### src/rtl/clk_pkg.sv
// ---------------------------------------------------------------------------
// clk_pkg
// Shared types and helpers for the timekeeping core and its display consumers.
//   time_t   : packed {hh[16:12], mm[11:6], ss[5:0]}, binary, 24h
//   edit_t   : edit state, also exported on edit_sel for blink indication
//   HH_MAX / MM_MAX / SS_MAX : field limits
//   stepHour / stepMinute    : wrap-around +1/-1 of an edited field
//   incTime  : advance a time value by one second with full carry chain
// ---------------------------------------------------------------------------
package clk_pkg;

    typedef struct packed {
        logic [4:0] hh;
        logic [5:0] mm;
        logic [5:0] ss;
    } time_t;

    typedef enum logic [2:0] {
        RUN      = 3'd0,
        SET_T_HH = 3'd1,
        SET_T_MM = 3'd2,
        SET_A_HH = 3'd3,
        SET_A_MM = 3'd4
    } edit_t;

    localparam logic [4:0] HH_MAX = 5'd23;
    localparam logic [5:0] MM_MAX = 6'd59;
    localparam logic [5:0] SS_MAX = 6'd59;

    // Hour field step: 23 wraps up to 0 and 0 wraps down to 23.
    function automatic logic [4:0] stepHour(input logic [4:0] value, input logic up);
        logic [4:0] result;
        if (up) begin
            result = (value == HH_MAX) ? 5'd0 : value + 5'd1;
        end else begin
            result = (value == 5'd0) ? HH_MAX : value - 5'd1;
        end
        return result;
    endfunction

    // Minute field step: 59 wraps up to 0 and 0 wraps down to 59.
    function automatic logic [5:0] stepMinute(input logic [5:0] value, input logic up);
        logic [5:0] result;
        if (up) begin
            result = (value == MM_MAX) ? 6'd0 : value + 6'd1;
        end else begin
            result = (value == 6'd0) ? MM_MAX : value - 6'd1;
        end
        return result;
    endfunction

    // One-second advance; 23:59:59 rolls over to 00:00:00.
    function automatic time_t incTime(input time_t t);
        time_t n;
        n = t;
        if (t.ss == SS_MAX) begin
            n.ss = 6'd0;
            if (t.mm == MM_MAX) begin
                n.mm = 6'd0;
                n.hh = (t.hh == HH_MAX) ? 5'd0 : t.hh + 5'd1;
            end else begin
                n.mm = t.mm + 6'd1;
            end
        end else begin
            n.ss = t.ss + 6'd1;
        end
        return n;
    endfunction

endpackage

### src/rtl/time_keeper_if.sv
// ---------------------------------------------------------------------------
// time_keeper_if
// User-control and display bundle of the timekeeping core.
//   i_btn_mode   1-cycle pulse, advances edit state
//   i_btn_up     1-cycle pulse, increments edited field
//   i_btn_down   1-cycle pulse, decrements edited field
//   i_alarm_en   level, alarm armed
//   i_alarm_ack  1-cycle pulse, silences alarm
//   o_disp_time  time_t shown on the display (alarm time while editing alarm)
//   o_alarm      alarm trigger to display
//   o_edit_sel   current edit state
// master: drives the buttons (user side); slave: the timekeeping core.
// ---------------------------------------------------------------------------
interface time_keeper_if;
    import clk_pkg::*;

    logic  i_btn_mode;
    logic  i_btn_up;
    logic  i_btn_down;
    logic  i_alarm_en;
    logic  i_alarm_ack;
    time_t o_disp_time;
    logic  o_alarm;
    edit_t o_edit_sel;

    modport master (
        output i_btn_mode, i_btn_up, i_btn_down, i_alarm_en, i_alarm_ack,
        input  o_disp_time, o_alarm, o_edit_sel
    );

    modport slave (
        input  i_btn_mode, i_btn_up, i_btn_down, i_alarm_en, i_alarm_ack,
        output o_disp_time, o_alarm, o_edit_sel
    );

endinterface

### src/rtl/tick_gen.sv
// ---------------------------------------------------------------------------
// tick_gen
// Prescaler producing the 1 s tick: counts 0..CLK_HZ-1, tick is the wrap.
//   clk      clock
//   reset    synchronous active-high reset (count to 0)
//   i_clear  force the count back to 0 on the next edge
//   i_hold   freeze the count and suppress the tick
//   o_tick   high for the one cycle whose edge wraps the count
// ---------------------------------------------------------------------------
module tick_gen #(
    parameter int CLK_HZ = 100_000_000
) (
    input  logic clk,
    input  logic reset,
    input  logic i_clear,
    input  logic i_hold,
    output logic o_tick
);

    localparam int            CW   = (CLK_HZ > 1) ? $clog2(CLK_HZ) : 1;
    localparam logic [CW-1:0] LAST = CW'(CLK_HZ - 1);

    logic [CW-1:0] r_count;

    // The tick is decoded from the counter so the consumer can advance time on
    // the same edge the counter wraps.
    assign o_tick = (r_count == LAST) && !i_hold;

    // Prescaler counter; clear has priority over hold so entering a frozen
    // state always parks the count at 0.
    always_ff @(posedge clk) begin
        if (reset) begin
            r_count <= '0;
        end else if (i_clear || o_tick) begin
            r_count <= '0;
        end else if (!i_hold) begin
            r_count <= r_count + 1'b1;
        end
    end

endmodule

### src/rtl/time_keeper.sv
// ---------------------------------------------------------------------------
// time_keeper
// 24h timekeeping and alarm core sitting directly upstream of the display.
//   clk     clock
//   reset   synchronous active-high reset, wins over everything
//   bus     time_keeper_if.slave: buttons, alarm_en/ack in; disp_time,
//           alarm, edit_sel out (all outputs registered)
// Parameters: CLK_HZ clock cycles per second, ALARM_SECS seconds the alarm
// stays high without an ack.
// ---------------------------------------------------------------------------
module time_keeper
    import clk_pkg::*;
#(
    parameter int CLK_HZ     = 100_000_000,
    parameter int ALARM_SECS = 60
) (
    input  logic             clk,
    input  logic             reset,
    time_keeper_if.slave     bus
);

    localparam int            DW       = $clog2(ALARM_SECS + 1);
    localparam logic [DW-1:0] DUR_LAST = DW'(ALARM_SECS);

    edit_t         r_state;
    time_t         r_time;
    logic [4:0]    r_almHh;
    logic [5:0]    r_almMm;
    logic          r_alarm;
    logic [DW-1:0] r_dur;
    time_t         r_disp;

    logic          w_tick;
    logic          w_hold;
    logic          w_clear;
    logic          w_upOnly;
    logic          w_downOnly;
    logic          w_step;
    logic          w_enterSetT;
    logic          w_match;
    edit_t         w_stateNext;
    time_t         w_timeNext;
    logic [4:0]    w_almHhNext;
    logic [5:0]    w_almMmNext;
    logic          w_alarmNext;
    logic [DW-1:0] w_durNext;
    time_t         w_dispNext;

    // Mode wins over up/down, and up+down together cancel out.
    assign w_upOnly    = bus.i_btn_up && !bus.i_btn_down && !bus.i_btn_mode;
    assign w_downOnly  = bus.i_btn_down && !bus.i_btn_up && !bus.i_btn_mode;
    assign w_step      = w_upOnly || w_downOnly;
    assign w_enterSetT = (r_state == RUN) && bus.i_btn_mode;

    // Time is frozen while its fields are edited; the prescaler is parked at 0
    // on entry so counting resumes from a full second when editing ends.
    assign w_hold  = (r_state == SET_T_HH) || (r_state == SET_T_MM);
    assign w_clear = w_enterSetT;

    tick_gen #(
        .CLK_HZ (CLK_HZ)
    ) u_tickGen (
        .clk     (clk),
        .reset   (reset),
        .i_clear (w_clear),
        .i_hold  (w_hold),
        .o_tick  (w_tick)
    );

    // Next-state computation for every register, so the registered display
    // can show the value each register takes on this same edge.
    always_comb begin
        w_stateNext = r_state;
        w_timeNext  = r_time;
        w_almHhNext = r_almHh;
        w_almMmNext = r_almMm;
        w_alarmNext = r_alarm;
        w_durNext   = r_dur;
        w_match     = 1'b0;
        w_dispNext  = r_disp;

        if (bus.i_btn_mode) begin
            case (r_state)
                RUN:      w_stateNext = SET_T_HH;
                SET_T_HH: w_stateNext = SET_T_MM;
                SET_T_MM: w_stateNext = SET_A_HH;
                SET_A_HH: w_stateNext = SET_A_MM;
                default:  w_stateNext = RUN;
            endcase
        end

        if (w_tick) begin
            w_timeNext = incTime(r_time);
        end

        if (w_step) begin
            case (r_state)
                SET_T_HH: w_timeNext.hh = stepHour(r_time.hh, w_upOnly);
                SET_T_MM: w_timeNext.mm = stepMinute(r_time.mm, w_upOnly);
                SET_A_HH: w_almHhNext   = stepHour(r_almHh, w_upOnly);
                SET_A_MM: w_almMmNext   = stepMinute(r_almMm, w_upOnly);
                default:  ;
            endcase
        end

        // Seconds restart from zero once the new time has been entered.
        if ((r_state == SET_T_MM) && bus.i_btn_mode) begin
            w_timeNext.ss = 6'd0;
        end

        // Only a tick advance can produce a match, so reset to midnight never
        // fires an alarm set for 00:00.
        w_match = w_tick && !w_hold && bus.i_alarm_en &&
                  (w_timeNext.hh == r_almHh) && (w_timeNext.mm == r_almMm) &&
                  (w_timeNext.ss == 6'd0);

        // The duration counter reaches ALARM_SECS on the last tick, and the
        // alarm drops on the edge after that.
        if (w_enterSetT) begin
            w_alarmNext = 1'b0;
            w_durNext   = '0;
        end else if (r_alarm) begin
            if (bus.i_alarm_ack || !bus.i_alarm_en || (r_dur == DUR_LAST)) begin
                w_alarmNext = 1'b0;
                w_durNext   = '0;
            end else if (w_tick) begin
                w_durNext = r_dur + 1'b1;
            end
        end else if (w_match && !bus.i_alarm_ack) begin
            w_alarmNext = 1'b1;
            w_durNext   = '0;
        end

        if ((w_stateNext == SET_A_HH) || (w_stateNext == SET_A_MM)) begin
            w_dispNext = '{hh: w_almHhNext, mm: w_almMmNext, ss: 6'd0};
        end else begin
            w_dispNext = w_timeNext;
        end
    end

    // Edit FSM, counters, alarm and registered outputs.
    always_ff @(posedge clk) begin
        if (reset) begin
            r_state <= RUN;
            r_time  <= '0;
            r_almHh <= '0;
            r_almMm <= '0;
            r_alarm <= 1'b0;
            r_dur   <= '0;
            r_disp  <= '0;
        end else begin
            r_state <= w_stateNext;
            r_time  <= w_timeNext;
            r_almHh <= w_almHhNext;
            r_almMm <= w_almMmNext;
            r_alarm <= w_alarmNext;
            r_dur   <= w_durNext;
            r_disp  <= w_dispNext;
        end
    end

    assign bus.o_disp_time = r_disp;
    assign bus.o_alarm     = r_alarm;
    assign bus.o_edit_sel  = r_state;

endmodule
### src/flat_wrapper.sv
// flat-port wrapper written by rule: the top's interface ports become plain ports
module time_keeper_flat import clk_pkg::*;
#(
    parameter int CLK_HZ     = 100_000_000,
    parameter int ALARM_SECS = 60
)
  (clk, reset, bus_i_btn_mode, bus_i_btn_up, bus_i_btn_down, bus_i_alarm_en, bus_i_alarm_ack, bus_o_disp_time, bus_o_alarm, bus_o_edit_sel);
  time_keeper_if bus_i ();
  input  logic clk;
  input  logic reset;
  input wire logic [$bits(bus_i.i_btn_mode)-1:0] bus_i_btn_mode;
  input wire logic [$bits(bus_i.i_btn_up)-1:0] bus_i_btn_up;
  input wire logic [$bits(bus_i.i_btn_down)-1:0] bus_i_btn_down;
  input wire logic [$bits(bus_i.i_alarm_en)-1:0] bus_i_alarm_en;
  input wire logic [$bits(bus_i.i_alarm_ack)-1:0] bus_i_alarm_ack;
  output wire logic [$bits(bus_i.o_disp_time)-1:0] bus_o_disp_time;
  output wire logic [$bits(bus_i.o_alarm)-1:0] bus_o_alarm;
  output wire logic [$bits(bus_i.o_edit_sel)-1:0] bus_o_edit_sel;
  assign bus_i.i_btn_mode = bus_i_btn_mode;
  assign bus_i.i_btn_up = bus_i_btn_up;
  assign bus_i.i_btn_down = bus_i_btn_down;
  assign bus_i.i_alarm_en = bus_i_alarm_en;
  assign bus_i.i_alarm_ack = bus_i_alarm_ack;
  assign bus_o_disp_time = bus_i.o_disp_time;
  assign bus_o_alarm = bus_i.o_alarm;
  assign bus_o_edit_sel = bus_i.o_edit_sel;
  time_keeper #(.CLK_HZ(CLK_HZ), .ALARM_SECS(ALARM_SECS)) u_core (.clk(clk), .reset(reset), .bus(bus_i));
endmodule
### config.mk
export PLATFORM = sky130hd
export DESIGN_NAME = time_keeper_flat
export DESIGN_NICKNAME = d
export VERILOG_FILES = /design/src/rtl/clk_pkg.sv /design/src/rtl/time_keeper_if.sv /design/src/rtl/tick_gen.sv /design/src/rtl/time_keeper.sv /design/src/flat_wrapper.sv
export SDC_FILE = /design/constraint.sdc
export NUM_CORES = 1
export LEC_CHECK = 0
export ABC_AREA = 1
export CORE_ASPECT_RATIO = 1.1
export CORE_MARGIN = 4
export CORE_UTILIZATION = 35
export DETAILED_ROUTE_END_ITERATION = 8
export PLACE_DENSITY_LB_ADDON = 0.12
export RECOVER_POWER = 100
export SLEW_MARGIN = 25
export SYNTH_ARGS = -nofsm -noshare
export SYNTH_HDL_FRONTEND = slang
export SYNTH_SLANG_ARGS = --single-unit
### constraint.sdc
create_clock -name clk -period 2.2 [get_ports clk]
set_clock_uncertainty 0.2 [all_clocks]
set_input_delay 0.44 -clock clk [delete_from_list [all_inputs] [get_ports clk]]
set_output_delay 0.44 -clock clk [all_outputs]
set_load 0.01 [all_outputs]
Word-level counts from Yosys, hierarchy flattened

Index checks and enable logic that the tools add are counted.

Add/sub/neg operators: 11
Equality and inequality tests: 16
Muxes and demuxes: 34
Reductions and logical operators: 36

Operators by type and width:

| operator                | number |
|---|---|
| $mux W6                 | 15 |
| $mux W5                 | 10 |
| $mux W17                | 2 |
| $add A27 B1 Y27 const B | 1 |
| $eq A27 B27 Y1 const B  | 1 |
| $add A6 B1 Y6 const B   | 4 |
| $eq A6 B6 Y1 const B    | 4 |
| $mux W11                | 2 |
| $logic_not A6 Y1        | 3 |
| $logic_and A1 B1 Y1     | 13 |
| $pmux W3 S4             | 1 |
| $sub A6 B1 Y6 const B   | 2 |
| $add A5 B1 Y5 const B   | 2 |
| $eq A5 B5 Y1 const B    | 2 |
| $logic_not A5 Y1        | 2 |
| $sub A5 B1 Y5 const B   | 2 |
| $eq A3 B2 Y1 const B    | 3 |
| $eq A3 B3 Y1 const B    | 2 |
| $eq A6 B6 Y1            | 1 |
| $logic_not A1 Y1        | 6 |
| $logic_or A1 B1 Y1      | 6 |
| $reduce_or A2 Y1        | 3 |
| $eq A5 B5 Y1            | 1 |
| $eq A3 B1 Y1 const B    | 1 |
| other kinds (6)         | 8 |

Bits in registers: 82
Logic and storage cells: 109
Bits of input ports: 7

Logic depth before layout (Yosys ltp)

Depth after elaboration: 14
Depth in mapped cells: 19
Gate-level depth less buffers: 19

By module

From an unflattened synthesis, not the netlist that was laid out.

Cells, all modules: 828
Area total of the unflattened synthesis: 5267.6 sq um

Modules (own cells, without submodules):

| module      | times used | sequential area each (sq um) | area an instance (sq um) | cells each |
|---|---|---|---|---|
| time_keeper | 1          | 1101.1                       | 3671.0                   | 572 |
| tick_gen    | 1          | 540.5                        | 1596.5                   | 256 |

Least setup slack after synthesis

Ideal clock, no wire load.

Kind: reg2reg
Start point: reg u_core.r_time[0] (netlist bit)
End point: reg u_core.r_dur[2]
Slack: -143 ps
Cell stages (with the launch flop): 18
Setup time: 70 ps
Data arrival time: 2072 ps
Cells stage by stage: dfxtp_1 ha_1 nand3_1 nor2_4 inv_2 nor2_4 nand3_2 nand2_1 nand3_1 nand2_1 nand2_1 nand2_1 nand2_1 nor2_2 nand2_4 nand2_4 nand2_1 a21oi_1

Cells in the longest elaborated chain, start to end: 12
Elaborated cells between the ends (all ways): 18

RTL lines:

| element                                               | RTL line           | RTL |
|---|---|---|
| start, declared                                       | time_keeper.sv:26  | `time_t r_time;` |
| start signal, assigned                                | time_keeper.sv:153 | `r_time <= w_timeNext;` |
| branches (longest 2 deep; another with $add A6 B1 Y6) | -                  |  |
| $mux W17 *                                            | time_keeper.sv:92  | `if (w_tick) begin` |
| $mux W5                                               | time_keeper.sv:97  | `case (r_state)` |
| $mux W11                                              | time_keeper.sv:96  | `if (w_step) begin` |
| $eq A5 B5 Y1                                          | time_keeper.sv:114 | `(w_timeNext.hh == r_almHh) && (w_timeNext.mm == r_almMm) &&` |
| $logic_and A1 B1 Y1                                   | time_keeper.sv:113 | `w_match = w_tick && !w_hold && bus.i_alarm_en &&` |
| $logic_and A1 B1 Y1                                   | time_keeper.sv:114 |  |
| $logic_and A1 B1 Y1 *                                 | time_keeper.sv:114 |  |
| $logic_and A1 B1 Y1 *                                 | time_keeper.sv:129 | `end else if (w_match && !bus.i_alarm_ack) begin` |
| $reduce_bool A2 Y1 (no line) *                        | -                  |  |
| $reduce_and A2 Y1 (no line) *                         | -                  |  |
| end signal, assigned                                  | time_keeper.sv:157 | `r_dur <= w_durNext;` |
| end, declared                                         | time_keeper.sv:30  | `logic [DW-1:0] r_dur;` |

Every way passes the cells marked *.
A chain may end at the register's enable or synchronous reset.

Worst setup path after layout

Start point: reg u_core.u_tickGen.r_count[0]
End point: reg u_core.r_dur[0]

Cells in the longest elaborated chain, start to end: 12
Elaborated cells between the ends (all ways): 19

RTL lines:

| element                           | RTL line           | RTL |
|---|---|---|
| start, declared                   | tick_gen.sv:23     | `logic [CW-1:0] r_count;` |
| start signal, assigned            | tick_gen.sv:37     | `r_count <= r_count + 1'b1;` |
| $eq A27 B27 Y1 *                  | tick_gen.sv:27     | `assign o_tick = (r_count == LAST) && !i_hold;` |
| $logic_and A1 B1 Y1 *             | tick_gen.sv:27     |  |
| $mux W17                          | time_keeper.sv:92  |  |
| $mux W5                           | time_keeper.sv:97  |  |
| $mux W11                          | time_keeper.sv:96  |  |
| $eq A5 B5 Y1                      | time_keeper.sv:114 |  |
| $logic_and A1 B1 Y1               | time_keeper.sv:113 |  |
| $logic_and A1 B1 Y1 (2 in series) | time_keeper.sv:114 |  |
| $logic_and A1 B1 Y1               | time_keeper.sv:129 |  |
| $reduce_bool A2 Y1 (no line)      | -                  |  |
| $reduce_and A2 Y1 (no line) *     | -                  |  |

Every way passes the cells marked *; elsewhere a longest branch is shown, timed or not.

==> flow_summary.yaml <==
route:
  final_antenna_net_count: 0
  routed_wl_um: 17000
  first_pass_iters: 5
  drcViolationCount: 0
  wl_per_cell_um: 13.9
  avgViaCountPerCell: 4.85
  first_iter_violations: 387
  vias: 5929
global_route:
  busiest_layer: "met2"
  gr-usage-met1: 0.233
  grt_pass1_vias: 5876
  grt_pass1_wl_um: 27500
  grt_antenna_before_repair: 0
  grt_start_max_net_pins: 33
  overflow: 0
  grtUsageMet2: 0.356
  track_usage: 0.198
  met3_usage: 0.0267
synthesis:
  syn_area_sq_um: 5250
  syn_nets: 819
  synth_edf_count: 0
  async_flop_share: 0
  syn_area_per_cell_sq_um: 6.57
  ys_ff_latch: 82
  ys.flop_type: "dfxtp_1"
  yosysWarnings: 0
  ys_seq_area_frac: 0.313
  netlist_instances: 799
  yosys.cell_types.count: 44
placed_design:
  dpl_cell_area_sq_um: 7050
  dp_slack_ps: -694
  port-buffer-count: 27
  place.gp.congestion: 0.877
  hpwl_um: 12900
cts:
  clk_pin_slew_ps: 70
  cts_tree: "built"
  clockBufferDepth: 2
  hold_buffers: 0
  htree_levels: 3
  insertion_delay_ps: 350
  cts-root-buf: "clkbuf_16"
  clock_sinks: 82
  cts_buffers: 9
power_and_ir_drop:
  p_leak_uw: 0.00361
  p_total_uw: 3800
  vdd_drop_max_uv: 312
  p_per_area_nw_per_um2: 469
critical_path:
  crit_family: "simple AND/OR/NAND/NOR gates"
  cp.buffers_inverters: 5
  critPathArrivalTime_ps: 2670
  worstPathRequired_ps: 2240
  critPathCaptureType: "flop"
  crit_type: "flop to flop"
  critical_path.startpoint: "u_core.u_tickGen.r_count[0]"
  cp_max_fo: 8
  start_kind: "flop"
  r2r_start: "u_core.u_tickGen.r_count[0]"
  cpMostUsedCell: "buf_4"
  crit_chain: "ha_4 > inv_2 > nor2_4 > buf_6 > buf_4 > buf_4 > nand3_4 > nor2_4 > nand2_1 > nand3_1 > nand4_1 > nor2_2 > nand2_1 > nor2_2 > nand2_4 > buf_4 > nand3_2 > a21oi_1"
  cp_slowest_stage_delay_ps: 360
  cp_slowest_cell: "dfxtp_4"
layout:
  syn2layout_area_growth_pct: 54.4
  fin_area_sq_um: 8100
  nFillCells: 1397
  layout.nets: 1045
  final_common_cell: "buf_4"
  multi_input_area_sq_um: 3560
  regArea_sq_um: 1660
  layout-drive-gt1-share: 0.359
  layout_common_cells: "buf_4, nand2_1, nor2_1"
  diodes: 0
run_status:
  violations: "setup timing"
  outcome: "finished with violations"
floorplan:
  io_pins: 28
  placementRows: 46
  start_util: 0.360
  dieHeight_um: 136
  dieArea_sq_um: 17000
  die_x_um: 125
  coreArea_sq_um: 14600
hold_path:
  hp-start: "u_core.u_tickGen.r_count[15]"
  min_path_type: "flop to flop"
timing:
  fin_ws_ps: -428
  timing.fmax_mhz: 380
  hold_violations: 0
  fin_crit_sh: 1.19
  tns_ps: -4200
  slew_violations: 0
  slew_headroom: 0.548
  setup_viol: 23
  tightestPinTransition_ps: 672
  rsz0062_at_grt: "yes"
  finalCriticalPeriod_ps: 2630
flow_run:
  cap_violations: 0
[worst paths after layout]
kind / end / slack (ps) / cells after the start
max: u_core.r_dur[0] / -430 / 18
min: u_core.u_tickGen.r_count[16] / 300 / 2
max reg2reg: u_core.r_dur[0] / -430 / 18
min reg2reg: u_core.u_tickGen.r_count[16] / 300 / 2
[report_power, final]
part / internal, uW / leakage, uW / switching (uW)
Combinational: 296 / 0.00279 / 324
Clock: 982 / 0.000157 / 662
Sequential: 1520 / 0.000669 / 20.6
Total: 2790 / 0.00361 / 1010
[flip-flops by register name, indices dropped and copies added, names as in the netlist]
register and cells:
u_core.u_tickGen.r_count 27, u_core.r_time 17, u_core.r_almHh 5, u_core.r_dur 6, u_core.bus.o_edit_sel 3, u_core.bus.o_alarm 1
u_core.r_almMm 6, u_core.bus.o_disp_time 17
[Yosys cell counts, types with 5 or more instances]
cell type | number | area [sq um]
o21ai_0 | 32 | 160
inv_2 | 13 | 48.8
nor3_1 | 19 | 95.1
inv_1 | 83 | 312
nand3_2 | 9 | 90.1
a21oi_1 | 51 | 255
nand2_2 | 8 | 50.1
nor2_2 | 6 | 37.5
o21ai_1 | 5 | 25.0
xnor2_1 | 6 | 52.6
nor2_1 | 101 | 379
nor2_4 | 9 | 101
or2_2 | 7 | 43.8
xor2_1 | 19 | 166
clkbuf_1 | 11 | 41.3
nand3_1 | 82 | 410
nand2_1 | 180 | 676
nand4_1 | 21 | 131
ha_1 | 13 | 163
dfxtp_1 | 82 | 1640
[routing by layer]
| metal | wire length, um | share of wire |
|---|---|---|
| met3 | 430 | 0.025 |
| met5 | 0 | 0 |
| met2 | 8630 | 0.51 |
| met4 | 523 | 0.031 |
| met1 | 7380 | 0.44 |
[worst reg2reg max path, delay by kind of cell, from the launching register on]
| family | cells | cell delay, ps |
|---|---|---|
| and+or+nand+nor | 11 | 1230 |
| buffers and inverters | 5 | 530 |
| DFF | 1 | 360 |
| adders and majority gates | 1 | 140 |
| AOI/OAI and AO/OA | 1 | 60 |
[repair_timing]
action                     CTS  global route
pin swaps                   23            63
resized for setup           38            93
gates cloned                 0             1
buffers inserted            18            17
setup endpoints to repair   26            51
[metrics by stage]
step,cells,hold WS (ps),utilization
finish,1222,303,0.556
global route,1222,315,0.556
CTS,1208,305,0.529
detailed placement,1174,276,0.484
global placement,1174,281,0.484
floorplan,799,258,-
[cell families after synthesis]
group	count (synthesis)	synth area share
simple gates	462	0.424
buf+inv	114	0.0861
compound gates	103	0.105
flops	82	0.313
xor+xnor	25	0.0417
fa+ha+maj	13	0.0310
[layout make-up]
| type | instances | share of cell area |
|---|---|---|
| Timing Repair Buffer | 232 | 0.240 |
| Inverter | 97 | 0.0456 |
| Sequential cell | 82 | 0.205 |
| Clock buffer | 11 | 0.0326 |
| Clock inverter | 5 | 0.00741 |
| Tap cell | 192 | 0.0297 |
| Multi-Input combinational cell | 603 | 0.440 |
No activity file was read; power rests on OpenSTA's default activity.
